$ cat src/rtl/emg_frame_scheduler_pkg.sv
// Shared types, defaults and helpers for the EMG slot schedulers.
package emg_frame_scheduler_pkg;

    typedef enum logic [1:0] {
        ST_IDLE   = 2'd0,
        ST_STREAM = 2'd1,
        ST_WAIT   = 2'd2
    } state_t;

    localparam int DEF_CHANNELS = 128;
    localparam int DEF_DW       = 8;
    localparam int DEF_PERIOD_W = 16;

    // Bits needed to represent value (at least 1).
    function automatic int clogb2(input int value);
        int v;
        int n;
        v = value;
        n = 0;
        while (v > 0) begin
            n = n + 1;
            v = v >> 1;
        end
        if (n == 0) n = 1;
        return n;
    endfunction

endpackage

$ cat src/rtl/emg_frame_scheduler_period_timer.sv
// Free-running period counter with synchronous clear and an equal-to-limit flag.
module period_timer #(
    parameter int W = 16
) (
    input  logic         clk,
    input  logic         rst,
    input  logic         clr,
    input  logic         inc,
    input  logic [W-1:0] limit,
    output logic         hit
);

    logic [W-1:0] count_q;
    logic [W-1:0] count_d;

    always_comb begin
        count_d = count_q;
        if (clr)
            count_d = '0;
        else if (inc)
            count_d = count_q + W'(1);
    end

    always_ff @(posedge clk) begin
        if (rst)
            count_q <= '0;
        else
            count_q <= count_d;
    end

    assign hit = (count_q == limit);

endmodule

$ cat src/rtl/emg_frame_scheduler.sv
// Pulls one frame of CHANNELS samples per period tick and issues them in strict
// channel order to the encoding slot, flagging ticks that land inside a frame.
module emg_frame_scheduler
    import emg_frame_scheduler_pkg::*;
#(
    parameter  int CHANNELS = DEF_CHANNELS,
    parameter  int DW       = DEF_DW,
    parameter  int PERIOD_W = DEF_PERIOD_W,
    localparam int CW       = clogb2(CHANNELS - 1)
) (
    input  logic                 clk,
    input  logic                 rst,
    input  logic                 run,
    input  logic [PERIOD_W-1:0]  period,
    input  logic                 overrun_clr,
    input  logic signed [DW-1:0] s_data,
    input  logic                 s_valid,
    output logic                 s_ready,
    output logic                 en_out,
    output logic signed [DW-1:0] data_out,
    output logic [CW-1:0]        ch_idx,
    output logic                 frame_start,
    output logic                 frame_done,
    output logic                 busy,
    output logic                 overrun
);

    state_t               state_q, state_d;
    logic [PERIOD_W-1:0]  period_q, period_d;
    logic [CW-1:0]        ch_q, ch_d;
    logic                 s_ready_q, s_ready_d;
    logic                 en_q, en_d;
    logic signed [DW-1:0] data_q, data_d;
    logic [CW-1:0]        ch_idx_q, ch_idx_d;
    logic                 frame_start_q, frame_start_d;
    logic                 frame_done_q, frame_done_d;
    logic                 busy_q, busy_d;
    logic                 overrun_q, overrun_d;

    logic hs;
    logic last;
    logic tick;
    logic tmr_clr;
    logic ovr_set;

    assign hs   = s_ready_q & s_valid;
    assign last = (ch_q == CW'(CHANNELS - 1));

    period_timer #(.W(PERIOD_W)) u_timer (
        .clk   (clk),
        .rst   (rst),
        .clr   (tmr_clr),
        .inc   (state_q != ST_IDLE),
        .limit (period_q),
        .hit   (tick)
    );

    always_comb begin
        state_d  = state_q;
        period_d = period_q;
        ch_d     = ch_q;
        tmr_clr  = 1'b0;
        ovr_set  = 1'b0;
        case (state_q)
            ST_IDLE: begin
                tmr_clr = 1'b1;
                if (run) begin
                    state_d  = ST_STREAM;
                    period_d = period;
                end
            end
            ST_STREAM: begin
                if (hs)
                    ch_d = last ? '0 : ch_q + CW'(1);
                if (hs && last) begin
                    if (tick) begin
                        tmr_clr  = 1'b1;
                        period_d = period;
                    end else if (run) begin
                        state_d = ST_WAIT;
                    end else begin
                        state_d = ST_IDLE;
                        tmr_clr = 1'b1;
                    end
                end else if (tick) begin
                    // Tick inside a frame: dropped, frame keeps streaming.
                    ovr_set = 1'b1;
                    tmr_clr = 1'b1;
                end
            end
            ST_WAIT: begin
                if (tick) begin
                    state_d  = ST_STREAM;
                    tmr_clr  = 1'b1;
                    period_d = period;
                end else if (!run) begin
                    state_d = ST_IDLE;
                    tmr_clr = 1'b1;
                end
            end
            default: begin
                state_d = ST_IDLE;
                tmr_clr = 1'b1;
            end
        endcase

        s_ready_d     = (state_d == ST_STREAM);
        busy_d        = (state_d != ST_IDLE);
        en_d          = hs;
        data_d        = hs ? s_data : data_q;
        ch_idx_d      = hs ? ch_q : ch_idx_q;
        frame_start_d = hs && (ch_q == '0);
        frame_done_d  = hs && last;
        overrun_d     = ovr_set | (overrun_q & ~overrun_clr);
    end

    always_ff @(posedge clk) begin
        if (rst) begin
            state_q       <= ST_IDLE;
            period_q      <= '0;
            ch_q          <= '0;
            s_ready_q     <= 1'b0;
            en_q          <= 1'b0;
            data_q        <= '0;
            ch_idx_q      <= '0;
            frame_start_q <= 1'b0;
            frame_done_q  <= 1'b0;
            busy_q        <= 1'b0;
            overrun_q     <= 1'b0;
        end else begin
            state_q       <= state_d;
            period_q      <= period_d;
            ch_q          <= ch_d;
            s_ready_q     <= s_ready_d;
            en_q          <= en_d;
            data_q        <= data_d;
            ch_idx_q      <= ch_idx_d;
            frame_start_q <= frame_start_d;
            frame_done_q  <= frame_done_d;
            busy_q        <= busy_d;
            overrun_q     <= overrun_d;
        end
    end

    assign s_ready     = s_ready_q;
    assign en_out      = en_q;
    assign data_out    = data_q;
    assign ch_idx      = ch_idx_q;
    assign frame_start = frame_start_q;
    assign frame_done  = frame_done_q;
    assign busy        = busy_q;
    assign overrun     = overrun_q;

endmodule

$ cat config.mk
export PLATFORM = sky130hd
export DESIGN_NAME = emg_frame_scheduler
export DESIGN_NICKNAME = d
export VERILOG_FILES = /design/src/rtl/emg_frame_scheduler_pkg.sv /design/src/rtl/emg_frame_scheduler_period_timer.sv /design/src/rtl/emg_frame_scheduler.sv
export SDC_FILE = /design/constraint.sdc
export NUM_CORES = 1
export LEC_CHECK = 0
export CORE_ASPECT_RATIO = 2
export CORE_MARGIN = 3
export CORE_UTILIZATION = 40
export DETAILED_ROUTE_END_ITERATION = 10
export PLACE_DENSITY = 0.73
export SLEW_MARGIN = 20
export SYNTH_ARGS = -nofsm -noshare
export SYNTH_HDL_FRONTEND = slang
export SYNTH_SLANG_ARGS = --single-unit
$ cat constraint.sdc
create_clock -name clk -period 6 [get_ports clk]
set_input_delay 0.9 -clock clk [delete_from_list [all_inputs] [get_ports clk]]
set_output_delay 0.9 -clock clk [all_outputs]
set_load 0.1 [all_outputs]
==> results of run 1 <==
-- worst paths after layout --
check	startpoint	endpoint	slack [ns]	depth (start not counted)
min	data_out[0]	data_out[0]	0.46	2
min reg2reg	data_out[0]	data_out[0]	0.46	2
max	s_valid	period_q[5]	2.82	6
max reg2reg	u_timer.count_q[11]	period_q[5]	3.37	6
-- flip-flops by register name, summed over array words and instances, names as in the netlist --
signal and count:
busy 1, ch_idx 7, ch_q 7, data_out 8, en_out 1, frame_done 1
frame_start 1, overrun 1, period_q 16, s_ready 1, state_q 2, u_timer.count_q 16
-- worst register-to-register path, stage by stage (launching register included) --
cell	delay [ns]
dfxtp_1	0.46
xnor2_2	0.16
nand4_1	0.18
nor4_4	0.46
o221a_1	0.91
mux2i_1	0.29
nor2_1	0.06
-- metrics by stage --
step                instance area [um2]  hold slack (ns)
floorplan                          2710            0.459
global placement                   3240            0.444
detailed placement                 3240            0.450
CTS                                3560            0.457
global route                       3560            0.474
finish                             3560            0.456
-- routing by layer --
metal | track usage [%] | vias up | wire, um
met5 | 0 | - | 0
met4 | 8.08 | 0 | 139
met2 | 29.6 | 48 | 3250
met1 | 17.4 | 1003 | 2300
li1 | - | 1098 | -
met3 | 6.59 | 12 | 290
-- cell type report --
type | count | area [um2] | share of cell area [%]
multi-input combinational | 218 | 1360 | 38.2
sequential | 62 | 1240 | 34.9
timing repair buffer | 50 | 498 | 14.0
clock buffer | 12 | 246 | 6.93
tap | 86 | 108 | 3.03
clock inverter | 4 | 70.1 | 1.97
inverter | 9 | 33.8 | 0.950
-- where the power goes --
part,internal (W),switching [W]
clock,0.000373,0.000178
combinational,0.0000579,0.0000847
sequential,0.000428,0.0000110
total,0.000860,0.000274
-- cell usage in the layout, fill, tap and decap left out, types with 2 or more instances in the layout --
| master | count |
|---|---|
| dfxtp_1 | 62 |
| nor2_1 | 50 |
| clkdlybuf4s50_1 | 49 |
| nand2_1 | 46 |
| xnor2_1 | 21 |
| a21oi_1 | 19 |
| mux2i_1 | 17 |
| xor2_1 | 13 |
| nand4_1 | 11 |
| inv_1 | 9 |
| clkbuf_16 | 9 |
| ha_1 | 7 |
| nor3_1 | 6 |
| o21ai_0 | 3 |
| nor4_1 | 2 |
| bufinv_16 | 2 |
| clkinv_2 | 2 |
| clkbuf_1 | 2 |
-- cells by family after synthesis --
| group | count (synthesis) | share of synthesized area [%] |
|---|---|---|
| AO/OA/AOI/OAI | 32 | 7.66 |
| XOR/XNOR | 35 | 11.6 |
| adder cells (fa/ha/maj) | 7 | 3.23 |
| buffers and inverters | 23 | 4.15 |
| flip-flops | 62 | 45.8 |
| multiplexers | 17 | 6.27 |
| AND/OR/NAND/NOR | 127 | 21.4 |
==> results.ini, run 1 <==
[die]
dieWidth_um = 64.2
num_rows = 41
start_util_pct = 42.0
fp.coreArea_mm2 = 0.00646
die_area_mm2 = 0.00787
die_height_um = 122
ios = 50

[placement]
preCtsSetupSlack_ns = 2.43
dp_cells = 425
io_buffers = 49
finalWeightedCongestion = 0.782
dp_hpwl_mm = 4.21

[logic_synthesis]
synth_top_cell_by_area = dfxtp_1
syn_area_mm2 = 0.00271
synth_ff_type = dfxtp_1
synthCells = 303
ys_top_cells_by_count = dfxtp_1 (62), nor2_1 (50), nand2_1 (46), xnor2_1 (21), a21oi_1 (19)
syn_avg_cell_area_um2 = 8.95
synthArstFlopShare_pct = 0
synth.most_common_cell = dfxtp_1
yosysSeqAreaShare_pct = 45.8
synth_edf_count = 0
netlist.area_leader.share_pct = 45.8
syn_nets = 339
yosysUniqueCellTypes = 41
synth.area.top_cells = dfxtp_1 (46%), nor2_1 (6.9%), xnor2_1 (6.8%), nand2_1 (6.4%), mux2i_1 (6.3%)
ys.warnings.count = 0
ys_seq_elements = 62

[global_routing]
grt_pass1_vias = 2241
grt_use_total_pct = 16.9
grt_pass1_wl_mm = 10.2
grt_overflow_total = 0
antenna_found_initial = 0
grt_max_degree = 45

[sta]
min_period_ns = 3.18
finalSetupTns_ns = 0
final.setup_skew_ns = 0.00461
slew-limit-headroom_pct = 33.5
finalCritPeriodShare_pct = 53.1
slew_violations = 0
grt_setup_unrepaired = false
worstMarginPinSlew_ns = 0.994
hold_viol = 0
max_freq_mhz = 314
setup_slack_ns = 2.82
setup_viol = 0

[route]
dr.pass1.iters = 4
routed_via_density = 4.90
wl_mm = 5.98
remaining_drc_errors = 0
postRouteAntennaNets = 0
wl_per_cell_um = 13.6
dr_total_vias = 2161
drt-initial-drc-count = 70

[run_status]
status = complete, no violations

[clock_tree]
post_cts_buffers = 0
ctsResizeCount = 0
cts_root_buffer = clkbuf_16
cts.clk_slew.worst_paths_ns = 0.05
cts_hold_buffers = 0
clk_latency_ns = 0.33
numCtsBuffers = 9
clkSinkCount = 62
cts_tree = yes
htree_levels = 3
clock_tree.buffer_depth = 2

[critical_path]
crit_buf_inv = 1
startpoint_type = input pin
crit_family = compound AO/OA/AOI/OAI gates
crit_slowest_cell = o221a_1
critPathMaxFanout = 19
worstSetupPathType = in2reg
arrival_ns = 3.38
crit_chain = clkdlybuf4s50_1, nand2_1, nor3_1, o221a_1, mux2i_1, nor2_1
max_stage_delay_ns = 0.90
crit_required_ns = 6.20
worst_setup_path_end_kind = flip-flop

[layout]
antenna_cells = 0
drive_gt1_share_pct = 5.63
fin_nets = 386
utilization_pct = 55.0
fin_cells = 441
area_growth_pct = 31.1
fillers = 617

[power_and_ir_drop]
p_per_area_mw_per_mm2 = 319
p_leak_nw = 1.28
vdd_drop_max_mv = 0.216
power_w = 0.00113

[min_path]
hp-class = reg2reg

[flow_run]
drv_cap = 0

Power figures use the tool's default switching activity.
==> run 2: changes to the inputs <==
==> constraint.sdc (replaced) <==
create_clock -name clk -period 3.28 [get_ports clk]
set_input_delay 0.492 -clock clk [delete_from_list [all_inputs] [get_ports clk]]
set_output_delay 0.492 -clock clk [all_outputs]
set_load 0.1 [all_outputs]
==> run 2 against run 1 <==
  * Count of clock-buffer cells in the layout did not move
  * Sequential share of layout area fell by 0.074 points
  * Power rose by 78%
  * Hold slack barely moved
  * Final cell count rose by 0.68%
  * Wire length fell by 0.75%
  * Sequential power rose by 83%
  * Cell area rose by 0.21%
  * Combinational power rose by 87%
  * Setup slack got worse by 1.9 ns
  * Non-clock buffer count rose by 3
  * Largest cell class unchanged
==> results.ini, run 2 (synthesized netlist as in run 1, its figures left out) <==
[run_status]
status = complete, no violations

[flow_run]
drv_cap = 0

[sta]
hold_viol = 0
max_freq_mhz = 429
finalCritPeriodShare_pct = 71.0
setup_slack_ns = 0.950
finalSetupTns_ns = 0
final.setup_skew_ns = 0.00911
grt_setup_unrepaired = false
slew-limit-headroom_pct = 33.6
fin_hold_ws_ns = 0.456
worstMarginPinSlew_ns = 0.992
setup_viol = 0
min_period_ns = 2.33
slew_violations = 0

[layout]
antenna_cells = 0
final_cell_mix = dfxtp_1 (62), nor2_1 (50), clkdlybuf4s50_1 (49), nand2_1 (46), xnor2_1 (21)
final_common_cell = dfxtp_1
fin_cells = 444
fin_nets = 389
drive_gt1_share_pct = 6.70
area_growth_pct = 31.4

[route]
routed-wl-met2_mm = 3.14
remaining_drc_errors = 0
drt-initial-drc-count = 85
routed_via_density = 4.80
m1WireLength_mm = 2.37
wl_per_cell_um = 13.4
route.met3.wl_um = 309
dr.pass1.iters = 4
wl_mm = 5.93
top_layer = met4
dr_total_vias = 2133
postRouteAntennaNets = 0

[global_routing]
grt_pass1_wl_mm = 9.87
grt_max_degree = 44
grt_overflow_total = 0
antenna_found_initial = 0
grt_use_total_pct = 16.3
grt_pass1_vias = 2200

[critical_path]
worst_setup_path_end_kind = flip-flop
startpoint_type = flip-flop
critPathMaxFanout = 16
arrival_ns = 2.53
crit_required_ns = 3.48
worstSetupPathType = reg2reg
reg2reg_depth = 7

[clock_tree]
cts_tree = yes
cts.clk_slew.worst_paths_ns = 0.05
htree_levels = 3
clkSinkCount = 62
cts_root_buffer = clkbuf_16
numCtsBuffers = 9
clock_tree.buffer_depth = 2
post_cts_buffers = 0
clk_latency_ns = 0.33
cts_hold_buffers = 0
ctsResizeCount = 0

[placement]
dp_cells = 428
finalWeightedCongestion = 0.792
dp_hpwl_mm = 4.21
preCtsSetupSlack_ns = 0.805
io_buffers = 49

[min_path]
hold-path-cell-count = 2
hp-class = reg2reg

[die]
start_util_pct = 42.0
num_rows = 41
die_area_mm2 = 0.00787
die_height_um = 122
ios = 50
fp.coreArea_mm2 = 0.00646
dieWidth_um = 64.2

[power_and_ir_drop]
p_leak_nw = 1.29
power_w = 0.00202
vdd_drop_max_mv = 0.430
p_per_area_mw_per_mm2 = 566

==> run 2: cell types whose count changed in the layout (fill, tap and decap cells not counted), sizes merged <==
| cell | delta |
|---|---|
| bufinv | -1 |
| clkinv | +1 |
| buf | +3 |
==> run 2: final timing paths <==
kind / startpoint / endpoint / slack, ns
max: u_timer.count_q[10] / period_q[8] / 0.95
max reg2reg: u_timer.count_q[10] / period_q[8] / 0.95
min: ch_idx[1] / ch_idx[1] / 0.46
min reg2reg: ch_idx[1] / ch_idx[1] / 0.46
==> run 2: critical path, stage by stage (launching register included) <==
cell     delay, ns
dfxtp_1       0.33
xnor2_1       0.25
nand4_1       0.22
nor4_4        0.55
o221a_1       0.26
buf_4         0.28
mux2i_1       0.24
nor2_1        0.05
==> run 2: area by class of cell <==
cell class                 count  area [um2]
clock buffer                  12         256
clock inverter                 4        45.0
fill                         633        2900
inverter                       9        33.8
multi-input combinational    218        1360
sequential                    62        1240
tap                           86         108
timing repair buffer          53         520
==> run 2: routing by layer <==
layer,up-vias,track usage [%]
li1,1103,-
met1,976,17.0
met2,45,28.9
met3,9,5.95
met4,0,6.89
met5,-,0
==> run 2: per-stage QoR <==
stage | util [%] | instance area [um2]
6_report | 55.1 | 3560
5_1_grt | 55.1 | 3560
4_1_cts | 55.1 | 3560
3_5_place_dp | 50.5 | 3260
3_3_place_gp | 50.5 | 3260
2_1_floorplan | - | 2710
==> run 2: power breakdown <==
| group | internal (W) | leakage (nW) | switching [W] |
|---|---|---|---|
| Clock | 0.000624 | 0.152 | 0.000323 |
| Sequential | 0.000784 | 0.504 | 0.0000204 |
| Combinational | 0.000109 | 0.631 | 0.000158 |
| Total | 0.00152 | 1.29 | 0.000501 |
==> run 3: changes to the inputs <==
==> constraint.sdc (replaced) <==
create_clock -name clk -period 2.2 [get_ports clk]
set_input_delay 0.33 -clock clk [delete_from_list [all_inputs] [get_ports clk]]
set_output_delay 0.33 -clock clk [all_outputs]
set_load 0.1 [all_outputs]
==> run 3 against run 2 <==
  * Combinational power up 54%
  * Power up 52%
  * Via count up 3.9%
  * Critical path depth unchanged
  * Global-route usage up 0.36 points
  * Clock power up 53%
  * Critical endpoint is now period_q[10]
  * First-iteration DRC count down 26%
  * Sequential share of layout area down 0.21 points
  * Final cell count up 1.4%
  * Maximum frequency up 16%
  * Largest cell class unchanged
==> results.ini, run 3 (synthesized netlist as in run 1, its figures left out) <==
[sta]
slew_violations = 0
final.setup_skew_ns = 0.00804
setup_viol = 0
min_period_ns = 2.01
worstMarginPinSlew_ns = 0.310
setup_slack_ns = 0.185
hold_viol = 0
slew-limit-headroom_pct = 79.2
max_freq_mhz = 496
finalSetupTns_ns = 0
finalCritPeriodShare_pct = 91.6
grt_setup_unrepaired = false

[critical_path]
worstSetupPathType = reg2reg
arrival_ns = 2.21
r2r_slack_ns = 0.19
critPathMaxFanout = 16
startpoint_type = flip-flop
worst_setup_path_end_kind = flip-flop
crit_required_ns = 2.40

[power_and_ir_drop]
clkPwrFrac_pct = 47.4
switching_share_pct = 23.8
vdd_drop_max_mv = 0.589
p_seq_share_pct = 39.1
p_switching_w = 0.000729
p_leak_nw = 1.37
comb_power_share_pct = 13.4
p_per_area_mw_per_mm2 = 854
internal_power_w = 0.00234

[layout]
stdcell_area_mm2 = 0.00359
antenna_cells = 0
final_common_cell = dfxtp_1
fin_nets = 395
area_growth_pct = 32.3
fin_cells = 450
drive_gt1_share_pct = 14.6
fillers = 600
final_cell_mix = dfxtp_1 (61), nor2_1 (50), nand2_1 (46), buf_4 (30), clkdlybuf4s50_1 (28)

[run_status]
status = complete, no violations

[clock_tree]
clk_latency_ns = 0.32
cts_root_buffer = clkbuf_16
post_cts_buffers = 0
cts_tree = yes
cts.clk_slew.worst_paths_ns = 0.05
clkSinkCount = 62
clock_tree.buffer_depth = 2
cts_hold_buffers = 0
numCtsBuffers = 9
htree_levels = 3
ctsResizeCount = 0

[die]
start_util_pct = 42.0
fp.coreArea_mm2 = 0.00646
num_rows = 41
die_area_mm2 = 0.00787
die_height_um = 122
dieWidth_um = 64.2
ios = 50

[global_routing]
busiest_layer = met2
grt_use_total_pct = 16.6
grt_overflow_total = 0
grt_max_degree = 25
grt_pass1_vias = 2252
grt_pass1_wl_mm = 10.2
grt_use_met2_pct = 30.8
gr-usage-met3_pct = 4.49
globalRouteMet1Util_pct = 17.0
antenna_found_initial = 0

[placement]
io_buffers = 49
finalWeightedCongestion = 0.807
dp_hpwl_mm = 4.43
place_area_mm2 = 0.00327
preCtsSetupSlack_ns = 0.159
dp_cells = 434

[flow_run]
drv_cap = 0

[route]
routed_via_density = 4.92
wl_per_cell_um = 13.3
dr_total_vias = 2216
drt-initial-drc-count = 63
dr.pass1.iters = 4
postRouteAntennaNets = 0
wl_mm = 5.99
remaining_drc_errors = 0

[min_path]
hp-class = reg2reg

[run 3: cell count changes in the layout (fill, tap and decap cells not counted), sizes merged]
cell,before,now
buf,4,31
clkinv,3,2
clkbuf,12,13
clkdlybuf4s50,49,28
[run 3: metrics by stage]
step / util (%) / power [W] / hold WS, ns
4_1_cts: 55.5 / 0.00310 / 0.454
3_3_place_gp: 50.6 / 0.00163 / 0.443
2_1_floorplan: - / 0.00151 / 0.459
6_report: 55.5 / 0.00306 / 0.452
5_1_grt: 55.5 / 0.00317 / 0.489
3_5_place_dp: 50.6 / 0.00164 / 0.447
[run 3: layer usage]
| metal | up-vias | wire length, um |
|---|---|---|
| li1 | 1121 | - |
| met1 | 1033 | 2270 |
| met2 | 52 | 3300 |
| met3 | 10 | 268 |
| met4 | 0 | 148 |
| met5 | - | 0 |
[run 3: worst paths after layout]
kind / start / endpoint / depth (start not counted)
worst max-delay path: u_timer.count_q[12] / period_q[10] / 7
worst min-delay path: data_out[4] / data_out[4] / 2
worst max register to register: u_timer.count_q[12] / period_q[10] / 7
worst min register to register: data_out[4] / data_out[4] / 2
[run 3: layout make-up]
cell class                      instances  area [um2]  share of cell area (%)
Clock inverter                          3        40.0                    1.12
Timing Repair Buffer                   59         526                    14.6
Inverter                                9        33.8                   0.941
Tap cell                               86         108                    3.00
Clock buffer                           13         280                    7.81
Multi-Input combinational cell        218        1360                    37.9
Sequential cell                        62        1240                    34.6
[run 3: power groups by stage]
stage	logic (W)	clock network, W	registers (W)
6_report	0.000411	0.00145	0.00120
5_1_grt	0.000443	0.00152	0.00120
4_1_cts	0.000419	0.00148	0.00120
3_5_place_dp	0.000416	0	0.00122
3_3_place_gp	0.000411	0	0.00122
2_1_floorplan	0.000210	0	0.00130
[run 3: worst max-delay path, cell delays in order (launching register included)]
cell,delay [ns]
dfxtp_1,0.41
xnor2_1,0.19
nand4_1,0.22
nor4_4,0.35
o221a_1,0.28
buf_12,0.18
mux2i_1,0.20
nor2_1,0.06
==> edit 1, RTL diff (flow settings as in run 2) <==
`ch_q` and `data_q` no longer have a reset.
--- a/src/rtl/emg_frame_scheduler.sv
+++ b/src/rtl/emg_frame_scheduler.sv
@@ -120,6 +120,4 @@
             period_q      <= '0;
-            ch_q          <= '0;
             s_ready_q     <= 1'b0;
             en_q          <= 1'b0;
-            data_q        <= '0;
             ch_idx_q      <= '0;
@@ -132,6 +130,4 @@
             period_q      <= period_d;
-            ch_q          <= ch_d;
             s_ready_q     <= s_ready_d;
             en_q          <= en_d;
-            data_q        <= data_d;
             ch_idx_q      <= ch_idx_d;
@@ -142,2 +138,7 @@
         end
+    end
+
+    always_ff @(posedge clk) begin
+        ch_q   <= ch_d;
+        data_q <= data_d;
     end
Behaviour: differs if rst is asserted again (counterexample within 4 cycles, from zero or initial values and one cycle with rst high); with rst held inactive, the same outputs for 10 cycles.
==> edit 1 against run 2 <==
  * Setup slack worse by 0.0032 ns
  * Hold slack got worse by 0.0041 ns
  * Register-to-register slack better by 0.02 ns
  * Power fell by 0.24%
  * Routed wire length fell by 3.8%
  * Sequential share of layout area rose by 4.4 points
  * Synthesized area is essentially flat
  * Cell area fell by 0.56%
  * Largest cell class is now registers
  * Sequential cell count did not move
  * Core utilization is 0.31 points lower
  * Via count is 6.1% lower
  * Critical path depth down 6
==> edit 1: results (changes against run 2) <==
status=completed (unchanged); All-Layer GR Usage=16.3% (about the same); start of the worst register-to-register path=ch_q[0] (was u_timer.count_q[10]); RePlAce Congestion=0.750 (was 0.792); VDD IR max=0.494 mV (was 0.430 mV); vias in the first global route=2074 (was 2200); vias per cell=4.97 (was 4.80); Routed WL=5.70 mm (was 5.93 mm); leakage dissipation=1.30 nW (was 1.29 nW); initial drt markers=70 (was 85); Inst Count DP=387 (was 428); HPWL after detailed placement=4.24 mm (was 4.21 mm); r2r setup slk=0.97 ns (was 0.95 ns); hold endpoint=ch_idx[0] (was ch_idx[1]); CP Launch Point=s_ready (was u_timer.count_q[10]); family with the most delay on the worst path=buffers and inverters (was simple AND/OR/NAND/NOR gates); Post-synth EDFFs=15 (was 0); largest net degree at the start of global routing=30 (was 44); Fin Clk Skew=0.00513 ns (was 0.00911 ns); Slowest-stage cell, CP=clkdlybuf4s50_1 (was nor4_4); register area share after synthesis=51.3% (was 45.8%); internal power=1.50 mW (was 1.52 mW); met2 Track Usage GR=29.2% (was 28.9%); crit-path max FO=4 (was 16); met1 GRT Util=16.4% (was 17.0%); RR Endpoint=period_q[3] (was period_q[8]); clk buf depth=2 (unchanged); top post-synthesis cells by count=dfxtp_1 (47), nor2_1 (27), xnor2_1 (25), nor3_1 (20), nand2_1 (19) (was dfxtp_1 (62), nor2_1 (50), nand2_1 (46), xnor2_1 (21), a21oi_1 (19)); Area contributors post-synth=dfxtp_1 (35%), edfxtp_1 (17%), xnor2_1 (8.1%) (was dfxtp_1 (46%), nor2_1 (6.9%), xnor2_1 (6.8%)); Max stage delay on crit path=1.15 ns (was 0.55 ns); Worst EP arrival=1.84 ns (was 2.53 ns); DRC Markers=0 (unchanged); fin cells=403 (was 444); Synth Area per Inst=10.5 sq um (was 8.95 sq um); HP Start=ch_idx[0] (was ch_idx[1]); first-pass GRT wire length=9.67 mm (was 9.87 mm); nets=348 (was 389); Slew headroom=33.3% (was 33.6%); syn_nets=295 (was 339); layout cell share with drive strength beyond 1=5.99% (was 6.70%)
==> edit 1: cells by family (layout without fill, tap and decap cells) <==
kind of cell,count (synthesis),in the layout,share of synthesized area (%)
compound gates,19,19,4.94
fa+ha+maj,7,7,3.23
buf+inv,17,75,3.37
simple gates,101,101,19.2
flops,62,62,51.3
xor+xnor,36,36,11.6
mux,17,17,6.28
==> edit 1: layout make-up <==
type | count | area, sq um
tap | 86 | 108
sequential | 62 | 1390
inverter | 8 | 30.0
fill | 615 | 2920
clock buffer | 10 | 229
timing repair buffer | 51 | 505
multi-input combinational | 180 | 1230
clock inverter | 6 | 52.6
==> edit 1: layer usage <==
| metal | vias to the layer above | wire length, um |
|---|---|---|
| met5 | - | 0 |
| met4 | 0 | 137 |
| met3 | 11 | 237 |
| met2 | 33 | 3150 |
| met1 | 945 | 2180 |
| li1 | 1013 | - |
==> edit 1: worst max-delay path by stage <==
stage	slack [ns]	end	depth (start not counted)
2_1_floorplan	0.80	period_q[0]	8
3_3_place_gp	0.78	period_q[14]	8
3_5_place_dp	0.62	period_q[3]	8
4_1_cts	0.93	s_ready	1
5_1_grt	0.76	period_q[0]	8
6_report	0.95	s_ready	1
==> edit 1: power groups by stage <==
stage	clock, mW	combinational (mW)	sequential [mW]
floorplan	0	0.136	0.927
global placement	0	0.281	0.854
detailed placement	0	0.285	0.854
CTS	0.909	0.286	0.839
global route	0.947	0.303	0.843
finish	0.893	0.282	0.839
==> edit 1: metrics by stage <==
step | hold WS [ns] | power, mW
global placement | 0.442 | 1.13
floorplan | 0.482 | 1.06
CTS | 0.456 | 2.03
detailed placement | 0.449 | 1.14
finish | 0.452 | 2.01
global route | 0.477 | 2.09
==> edit 2, RTL diff (settings of run 2) <==
Without the edit above. The package constant `DEF_PERIOD_W` goes from 16 to 32.
--- a/src/rtl/emg_frame_scheduler_pkg.sv
+++ b/src/rtl/emg_frame_scheduler_pkg.sv
@@ -11,3 +11,3 @@
     localparam int DEF_DW       = 8;
-    localparam int DEF_PERIOD_W = 16;
+    localparam int DEF_PERIOD_W = 32;
 
Interface: changed (resized period); port bits go from 50 to 66. No check against the original RTL was run, so the function may have changed too.
==> edit 2 against run 2 <==
  * Sequential share of layout area rose by 0.69 points
  * Power is 33% higher
  * Routed wire length up 78%
  * Cell area rose by 49%
  * Critical path depth fell by 1
  * Combinational power is 51% higher
  * Die area is 52% higher
  * Critical path type unchanged
  * Maximum frequency is 1.8% lower
  * Global-route usage up 2.3 points
  * Setup slack worse by 0.042 ns
  * Largest power group is now sequential cells
  * Core utilization is 3.3 points lower
  * Sequential cell count increased by 32
  * Synthesized area rose by 56%
  * Clock skew decreased by 0.0042 ns
==> edit 2: results (changes against run 2) <==
worst slack at placement=0.762 ns (was 0.805 ns); vias per cell=5.27 (was 4.80); RePlAce Congestion=0.870 (was 0.792); Synth Area in Adders=2.06% (was 3.23%); VDD IR max=0.358 mV (was 0.430 mV); met3 usage=3.96% (was 5.95%); Post-Synth XOR/XNOR Area=13.6% (was 11.6%); Inst Count DP=672 (was 428); HPWL after detailed placement=7.87 mm (was 4.21 mm); top post-synthesis cells by count=dfxtp_1 (94), a21oi_1 (54), nor2_1 (49), nand2_1 (48), nand3_1 (47) (was dfxtp_1 (62), nor2_1 (50), nand2_1 (46), xnor2_1 (21), a21oi_1 (19)); total number of vias=3625 (was 2133); Sw Ratio=27.5% (was 24.8%); Fin Clk Skew=0.00491 ns (was 0.00911 ns); WL met3=419 um (was 309 um); M1 WL=3.78 mm (was 2.37 mm); HP Class=flip-flop to flip-flop (unchanged); area of the multi-input gates=2210 sq um (was 1360 sq um); fill count=953 (was 633); layout cell share with drive strength beyond 1=6.51% (was 6.70%); Area contributors post-synth=dfxtp_1 (44%), xnor2_1 (8.7%), a21oi_1 (6.4%) (was dfxtp_1 (46%), nor2_1 (6.9%), xnor2_1 (6.8%)); Max stage delay on crit path=0.60 ns (was 0.55 ns); Synth Area per Inst=8.60 sq um (was 8.95 sq um); post-synthesis compound-gate area fraction=13.2% (was 7.66%); input/output buffers=65 (was 49); Worst EP arrival=2.65 ns (was 2.53 ns); mux contribution to synthesized area=0.236% (was 6.27%); All-Layer GR Usage=18.6% (was 16.3%); met2 Track Usage GR=34.8% (was 28.9%); register area share after synthesis=44.4% (was 45.8%); Slowest-stage cell, CP=a21o_2 (was nor4_4); leakage dissipation=1.80 nW (was 1.29 nW); wire per inst=15.4 um (was 13.4 um); largest net degree at the start of global routing=33 (was 44); syn_nets=545 (was 339); Worst-Margin Slew=1.01 ns (was 0.992 ns); crit-path max FO=32 (was 16); Area after DPL=4990 sq um (was 3260 sq um); status=completed (unchanged); met1 GRT Util=18.2% (was 17.0%)
-- edit 2: cell types whose count changed after synthesis, sizes merged, moves of 8 or more --
cell	run 2	this run
nand3	1	47
a21oi	19	55
dfxtp	62	94
o21ai	3	35
xnor2	22	42
mux2i	17	1
xor2	13	24
buf	3	13
and3	1	9
-- edit 2: path summary, 6_finish.rpt --
| kind | startpoint | endpoint | slack [ns] | depth (start not counted) |
|---|---|---|---|---|
| worst max-delay path | u_timer.count_q[28] | period_q[24] | 0.91 | 6 |
| worst max register to register | u_timer.count_q[28] | period_q[24] | 0.91 | 6 |
| worst min register to register | ch_idx[1] | ch_idx[1] | 0.45 | 2 |
| worst min-delay path | ch_idx[1] | ch_idx[1] | 0.45 | 2 |
-- edit 2: power groups by stage --
stage | sequential (mW) | combinational, mW | clock (mW)
final | 1.22 | 0.403 | 1.06
after global routing | 1.22 | 0.439 | 1.13
after CTS | 1.22 | 0.407 | 1.08
after detailed placement | 1.24 | 0.405 | 0
after global placement | 1.24 | 0.396 | 0
after floorplan | 1.29 | 0.217 | 0
-- edit 2: cells by family after synthesis --
logic type	count (synthesis)
and+or+nand+nor	189
AOI/OAI and AO/OA	101
DFF	94
xor gates and xnor gates	66
buffers and inverters	35
muxes	1
adders and majority gates	7
-- edit 2: layout make-up --
cell class / instances / area share (%)
well taps: 135 / 3.19
inverters: 8 / 0.567
clock inverters: 7 / 1.54
flip-flops and latches: 94 / 35.5
multi-input cells: 364 / 41.7
clock buffers: 9 / 4.25
repair buffers: 71 / 13.3
-- edit 2: critical path, delay by kind of cell (launching register included) --
kind            cells  cell delay [ns]
compound gates      2             0.76
xor+xnor            1             0.32
flops               1             0.34
simple gates        3             0.87
